[config.mk]
export PLATFORM = sky130hd
export DESIGN_NAME = demod_pack
export DESIGN_NICKNAME = d
export VERILOG_FILES = /design/src/rtl/demod_pack.sv
export SDC_FILE = /design/constraint.sdc
export NUM_CORES = 1
export LEC_CHECK = 0
export CORE_ASPECT_RATIO = 0.8
export CORE_MARGIN = 2
export CORE_UTILIZATION = 45
export CTS_CLUSTER_DIAMETER = 120
export DETAILED_ROUTE_END_ITERATION = 8
export PLACE_DENSITY = 0.7
export SLEW_MARGIN = 20
export SYNTH_ARGS = -nofsm -noshare
export SYNTH_HDL_FRONTEND = slang
export SYNTH_SLANG_ARGS = --single-unit
[constraint.sdc]
create_clock -name clk -period 2.85 [get_ports clk]
set_clock_uncertainty 0.05 [all_clocks]
set_input_delay 0.7125 -clock clk [delete_from_list [all_inputs] [get_ports clk]]
set_output_delay 0.7125 -clock clk [all_outputs]
set_load 0.03 [all_outputs]
[src/rtl/demod_pack.sv]
// Repacks a stream of 5-bit symbols (LSB first) into bytes, tagging every 5th byte
// as the end of a 40-bit frame, and queues them in a small output FIFO.
module demod_pack #(
  parameter int FIFO_DEPTH = 4
) (
  input  logic       clk,
  input  logic       reset_n,
  input  logic [4:0] sym_in,
  input  logic       sym_valid,
  output logic       sym_rdy,
  input  logic       align,
  output logic [7:0] byte_out,
  output logic       byte_last,
  output logic       byte_valid,
  input  logic       byte_rdy,
  output logic [4:0] fifo_level
);

  localparam int PTR_W = (FIFO_DEPTH > 1) ? $clog2(FIFO_DEPTH) : 1;

  logic [11:0]      acc_q, acc_d;
  logic [3:0]       cnt_q, cnt_d;
  logic [2:0]       fidx_q, fidx_d;
  logic [8:0]       mem_q [FIFO_DEPTH];
  logic [PTR_W-1:0] wr_ptr_q, wr_ptr_d;
  logic [PTR_W-1:0] rd_ptr_q, rd_ptr_d;
  logic [4:0]       level_q, level_d;

  logic        accept;
  logic        extract;
  logic        pop;
  logic        last;
  logic [11:0] ins_mask;
  logic [11:0] ins_bits;

  // Accept only below 8 bits, so accept and extract can never coincide.
  assign sym_rdy  = (cnt_q < 4'd8) && !align;
  assign accept   = sym_valid && sym_rdy;
  assign extract  = (cnt_q >= 4'd8) && (level_q < 5'(FIFO_DEPTH)) && !align;
  assign pop      = byte_valid && byte_rdy;
  assign last     = (fidx_q == 3'd4);
  assign ins_mask = 12'h01F << cnt_q;
  assign ins_bits = {7'd0, sym_in} << cnt_q;

  always_comb begin
    acc_d  = acc_q;
    cnt_d  = cnt_q;
    fidx_d = fidx_q;
    if (align) begin
      acc_d  = '0;
      cnt_d  = '0;
      fidx_d = '0;
    end else if (accept) begin
      acc_d = (acc_q & ~ins_mask) | ins_bits;
      cnt_d = cnt_q + 4'd5;
    end else if (extract) begin
      acc_d  = acc_q >> 8;
      cnt_d  = cnt_q - 4'd8;
      fidx_d = last ? 3'd0 : fidx_q + 3'd1;
    end
  end

  // Push eligibility uses the pre-edge level, so a same-cycle pop never frees a slot.
  always_comb begin
    wr_ptr_d = wr_ptr_q;
    rd_ptr_d = rd_ptr_q;
    level_d  = level_q;
    if (extract) wr_ptr_d = wr_ptr_q + PTR_W'(1);
    if (pop)     rd_ptr_d = rd_ptr_q + PTR_W'(1);
    case ({extract, pop})
      2'b10:   level_d = level_q + 5'd1;
      2'b01:   level_d = level_q - 5'd1;
      default: level_d = level_q;
    endcase
  end

  always_ff @(posedge clk or negedge reset_n) begin
    if (!reset_n) begin
      acc_q    <= '0;
      cnt_q    <= '0;
      fidx_q   <= '0;
      wr_ptr_q <= '0;
      rd_ptr_q <= '0;
      level_q  <= '0;
    end else begin
      acc_q    <= acc_d;
      cnt_q    <= cnt_d;
      fidx_q   <= fidx_d;
      wr_ptr_q <= wr_ptr_d;
      rd_ptr_q <= rd_ptr_d;
      level_q  <= level_d;
    end
  end

  always_ff @(posedge clk or negedge reset_n) begin
    if (!reset_n) begin
      for (int i = 0; i < FIFO_DEPTH; i++) mem_q[i] <= '0;
    end else if (extract) begin
      mem_q[wr_ptr_q] <= {last, acc_q[7:0]};
    end
  end

  assign byte_out   = mem_q[rd_ptr_q][7:0];
  assign byte_last  = mem_q[rd_ptr_q][8];
  assign byte_valid = (level_q != 5'd0);
  assign fifo_level = level_q;

endmodule
==> results.ini, run 1 <==
[run_status]
status=complete, no violations

[global_routing]
grt_pass1_vias=2388
antenna_found_initial=0
overflow=0
grt_pass1_wl_um=12300
grt_max_degree=65
track_usage_pct=18.8

[clocking]
clk_pin_slew_ps=80
clock_path_buffers=2
cts.htree.levels=3
cts_tree=built
clock-sinks=64
cts_root_buf=clkbuf_8
hold_buffers=0
clk_latency_ps=350
cts_buffers=9

[layout]
layout.nets=341
multi_input_area_mm2=0.00185
antenna_cells=0
seq_area_mm2=0.00161
syn_to_final_growth_pct=17.9
drive_above_1_share_pct=28.7
final_area_mm2=0.00418
final.fill_count=651

[detailed_routing]
drt_first_pass_iters=5
dr_total_vias=2291
drt-initial-drc-count=119
avgRoutedWirePerCell_um=16.9
drc=0
ant_nets=0
viasPerCell=5.38
drt_wl_total_um=7210

[sta]
tns_ps=0
setup_viol=0
finalMaxSlewViolations=0
rsz0062_at_grt=false
hold_slack_ps=318
hold_viol_final=0
period_share_pct=95.6
slew-limit-headroom_pct=64.3
finalCriticalPeriod_ps=2720
max_slew.worst_pin.slew_ps=536
max_freq_mhz=367

[synth]
seq_area_frac_synth_pct=45.2
synth_enable_flop_cells=0
synth.cell_area_mm2=0.00354
yosys.area.top_type=dfrtp_1
synth_warnings=0
async_flop_share_pct=100
synth-seq-cells=64
ys_dominant_reg_cell=dfrtp_1
synth_top_cell_area_share_pct=45.2
synth.distinct_cells=50
syn_inst=282
synth_fp_nets=307
synth_area_leaders=dfrtp_1 45%, mux2_4 15%, mux4_2 5.7%
syn_area_per_cell_um2=12.6

[floorplanning]
die_w_um=103
num_rows=28
dieArea_mm2=0.00861
ioPinCount=26
initial_utilization_pct=47.1
dieHeight_um=83.4
coreArea_mm2=0.00753

[power_and_ir_drop]
swShare_pct=36.5
p_sw_mw=1.11
vdd_drop_max_mv=0.263
pwr_density_cell_mw_per_mm2=724
p_total_mw=3.03
combPwrFrac_pct=34.9
seqPwrFrac_pct=41.3
leakagePower_nw=2.09
clkPwrFrac_pct=23.8
intPower_mw=1.92

[critical_path]
path_depth=3
crit_type=reg2out
worst-path-max-fanout=7
r2r_cells=10
max_stage_delay_ps=510
cp.arrival_ps=1960
critPathSlowestCell=or3_2
worstPathCellList=or3_2, or3_1, dlygate4sd2_1
critical_path.top_delay_family=simple AND/OR/NAND/NOR gates
start_kind=flip-flop
crit_required_ps=2090
worstSetupEndpointType=output port
crit_buf_inv=1

[worst_hold_path]
hp-class=in2async

[placement]
port_buffers=25
gp_congestion=0.849
dp_hpwl_um=5000
postPlaceCellArea_mm2=0.00398

[run]
max_cap_viol_count=0

## flip-flops by register name (all words and copies together), names as in the netlist
signal      flops
cnt_q           4
mem_q          36
fifo_level      5
fidx_q          3
rd_ptr_q        2
wr_ptr_q        2
acc_q          12
## final timing paths
path | from | endpoint | slack, ps
setup / recovery | fifo_level[4] | byte_valid | 130
hold / removal | reset_n | mem_q[31] | 320
setup reg to reg | fifo_level[3] | fifo_level[4] | 190
hold reg to reg | mem_q[16] | mem_q[16] | 460
max in group asynchronous | reset_n | fifo_level[4] | 2130
min in group clk | mem_q[16] | mem_q[16] | 460
## per-layer routing
layer  global-route usage, %  vias to the layer above  wire [um]
met5                       0                        -          0
met4                    6.46                        0         87
met3                    4.97                       12        313
met2                    27.8                       47       3340
met1                    26.6                     1147       3470
li1                        -                     1085          -
## power by group through the flow
stage          Sequential, mW  Clock, mW  Combinational (mW)
2_1_floorplan            1.25          0               0.754
3_3_place_gp             1.25          0                1.05
3_5_place_dp             1.27          0                1.07
4_1_cts                  1.25      0.734                1.07
5_1_grt                  1.28      0.788                1.16
6_report                 1.25      0.721                1.06
## worst reg2reg max path: stages, from the launching register on
cell      delay (ps)
dfrtp_2          440
or4b_1           650
nor2_8           170
inv_4             60
ha_4             190
inv_1             90
fa_1             210
nor2b_1           70
o21a_1           190
o311ai_1         280
o311ai_1         140
## cell usage in the layout (no fill, tap or decap), drive strengths merged, types with 4 or more instances in the layout
master,instances
or3,4
clkdlybuf4s50,13
mux4,9
a21oi,10
o21ai,20
ha,14
nor2,12
inv,17
mux2,39
dfrtp,64
clkbuf,10
buf,12
xnor2,4
nand2,22
mux2i,7
dlymetal6s2s,7
## kinds of logic after synthesis
family          share of synthesized area (%)
compound gates                           10.4
xor+xnor                                 1.73
fa+ha+maj                                5.51
buf+inv                                  3.32
flops                                    45.2
mux                                      23.9
simple gates                             9.99
## what timing repair did
item	4_1_cts	5_1_grt
resized for setup	3	7
buffers inserted	0	0
gates cloned	0	0
endpoints found under the hold margin	0	0
setup endpoints to repair	3	7
## cells in the mapped netlist (4+ instances only)
library cell,n
nand2_1,18
mux2_4,36
xnor2_1,4
mux4_2,9
a21oi_1,10
mux2i_1,7
clkbuf_1,10
dfrtp_1,64
inv_1,16
nand2_8,4
o21ai_0,20
ha_1,14
nor2_1,11
## area by class of cell
class | instances | area share (%)
clock buffer | 10 | 3.29
timing repair buffer | 35 | 8.23
multi-input combinational | 189 | 44.3
inverter | 17 | 1.59
tap | 105 | 3.14
clock inverter | 6 | 1.08
sequential | 64 | 38.4
## stage by stage
step / instances / utilization, % / setup WS, ps
after CTS: 426 / 55.3 / 4.17
after global routing: 426 / 55.5 / 71.6
final: 426 / 55.5 / 125
after floorplan: 282 / - / 8.78
after global placement: 410 / 52.9 / 90.8
after detailed placement: 410 / 52.9 / 29.1
(Power assumes the default switching activity.)
==> inputs of run 2 (changes only) <==
CELL_PAD_IN_SITES_DETAIL_PLACEMENT = 0   (was default)
CELL_PAD_IN_SITES_GLOBAL_PLACEMENT = 1   (was default)
CORE_UTILIZATION = 43   (was 45)
CTS_BUF_LIST = sky130_fd_sc_hd__clkbuf_4 sky130_fd_sc_hd__clkbuf_8 sky130_fd_sc_hd__clkbuf_16   (was default)
PLACE_DENSITY = default   (was 0.7)
PLACE_DENSITY_LB_ADDON = 0.1   (was default)
==> results.ini, run 2 (same netlist as run 1, synthesis figures left out) <==
[sta]
rsz0062_at_grt=false
hold_viol_final=0  ; unchanged
max_slew.worst_pin.slew_ps=548  ; +12.2 ps
finalMaxSlewViolations=0  ; unchanged
setup_viol=0  ; unchanged
max_freq_mhz=369  ; +0.58%
period_share_pct=95.1  ; -0.55 points
finalCriticalPeriod_ps=2710  ; -15.6 ps
tns_ps=0  ; unchanged
slew-limit-headroom_pct=63.4  ; -0.81 points

[run]
max_cap_viol_count=0  ; unchanged

[global_routing]
overflow=0  ; unchanged
grt_pass1_wl_um=11800  ; -4.2%
grt_max_degree=42  ; -35%
grt_pass1_vias=2262  ; -5.3%
antenna_found_initial=0  ; unchanged
track_usage_pct=17.5  ; -1.3 points

[clocking]
cts_tree=built
cts_buffers=9  ; unchanged
hold_buffers=0  ; unchanged
cts_setup_buffers=0  ; unchanged
clk_latency_ps=340  ; about the same
cts.htree.levels=3  ; unchanged
clock_path_buffers=2  ; unchanged
cts_root_buf=clkbuf_8
clk_pin_slew_ps=70  ; about the same
post_cts_resized=5  ; +2
clock-sinks=64  ; unchanged

[layout]
layout.nets=341  ; unchanged
regMostFlops=mem_q
syn_to_final_growth_pct=17.9  ; about the same
largest_reg_flops=36  ; unchanged
mostFrequentLayoutCells=61 x dfrtp_1, 36 x mux2_4, 20 x o21ai_0
antenna_cells=0  ; unchanged
final.fill_count=719  ; +10%
drive_above_1_share_pct=28.4  ; -0.22 points
final_common_cell=dfrtp_1

[floorplanning]
dieHeight_um=85.2  ; +2.2%
initial_utilization_pct=44.4  ; -2.7 points
num_rows=29  ; +3.6%
ioPinCount=26  ; unchanged
die_w_um=106  ; +2.2%
dieArea_mm2=0.00899  ; +4.4%
coreArea_mm2=0.00798  ; +6.0%

[placement]
gp_congestion=0.784  ; -7.6%
port_buffers=25  ; unchanged
dp_hpwl_um=5020  ; +0.43%

[power_and_ir_drop]
p_total_mw=3.05  ; +0.65%
pwr_density_cell_mw_per_mm2=729  ; +0.68%
leakagePower_nw=2.07  ; -0.82%
vdd_drop_max_mv=0.374  ; +42%

[run_status]
status=complete, no violations

[detailed_routing]
drc=0  ; unchanged
viasPerCell=5.32  ; -1.1%
ant_nets=0  ; unchanged
drt-initial-drc-count=82  ; -31%
avgRoutedWirePerCell_um=16.7  ; -1.2%
dr_total_vias=2277  ; -0.61%
drt_first_pass_iters=4  ; -1
drt_wl_total_um=7160  ; -0.74%

[critical_path]
worst-path-max-fanout=7  ; unchanged
crit_required_ps=2090  ; about the same
worstSetupEndpointType=output port
r2r_cells=10  ; unchanged
start_kind=flip-flop
cp.arrival_ps=1950  ; about the same
crit_type=reg2out

[worst_hold_path]
hp-class=in2async

-- run 2: worst paths after layout --
kind                               startpoint            end  slack, ps
worst max-delay path            fifo_level[4]     byte_valid        140
worst min-delay path                  reset_n      mem_q[30]        290
worst max register to register  fifo_level[3]  fifo_level[4]        180
worst min register to register       mem_q[1]       mem_q[1]        450
max in group asynchronous             reset_n  fifo_level[4]       1820
min in group clk                     mem_q[1]       mem_q[1]        450
-- run 2: final cells by class --
class / instances / area, um^2 / area share [%]
Multi-Input combinational cell: 189 / 1850 / 44.3
Sequential cell: 64 / 1610 / 38.4
Timing Repair Buffer: 35 / 337 / 8.05
Tap cell: 108 / 135 / 3.23
Clock buffer: 9 / 124 / 2.96
Inverter: 17 / 66.3 / 1.59
Clock inverter: 6 / 61.3 / 1.47
-- run 2: routing by layer --
layer | global-route usage [%] | up-vias | routed length, um
met5 | 0 | - | 0
met1 | 25.0 | 1147 | 3670
met3 | 4.84 | 13 | 254
li1 | - | 1083 | -
met2 | 25.6 | 34 | 3110
met4 | 6.82 | 0 | 126
-- run 2: metrics by stage --
step	area, um^2	instances	util [%]	hold slack (ps)	setup WS (ps)
floorplan	3580	282	-	367	8.78
global placement	3990	413	50.0	440	93.4
detailed placement	3990	413	50.0	438	57.9
CTS	4170	428	52.2	296	19.2
global route	4180	428	52.4	319	40.8
finish	4180	428	52.4	295	141
-- run 2: worst max-delay path, stage by stage (launching register included) --
cell           delay, ps
dfrtp_2              450
or3_2                490
or3_1                310
dlygate4sd2_1        360
-- run 2: power by group --
group / total [mW] / switching, mW / leakage, nW / internal (mW)
Combinational: 1.04 / 0.523 / 1.11 / 0.521
Sequential: 1.26 / 0.200 / 0.862 / 1.06
Clock: 0.746 / 0.351 / 0.0948 / 0.395
Total: 3.05 / 1.07 / 2.07 / 1.97
==> inputs of run 3 (changes only) <==
SLEW_MARGIN = 15   (was 20)
==> results of run 3 <==
No change in the layout: final DEF, timing and power equal those of run 2.
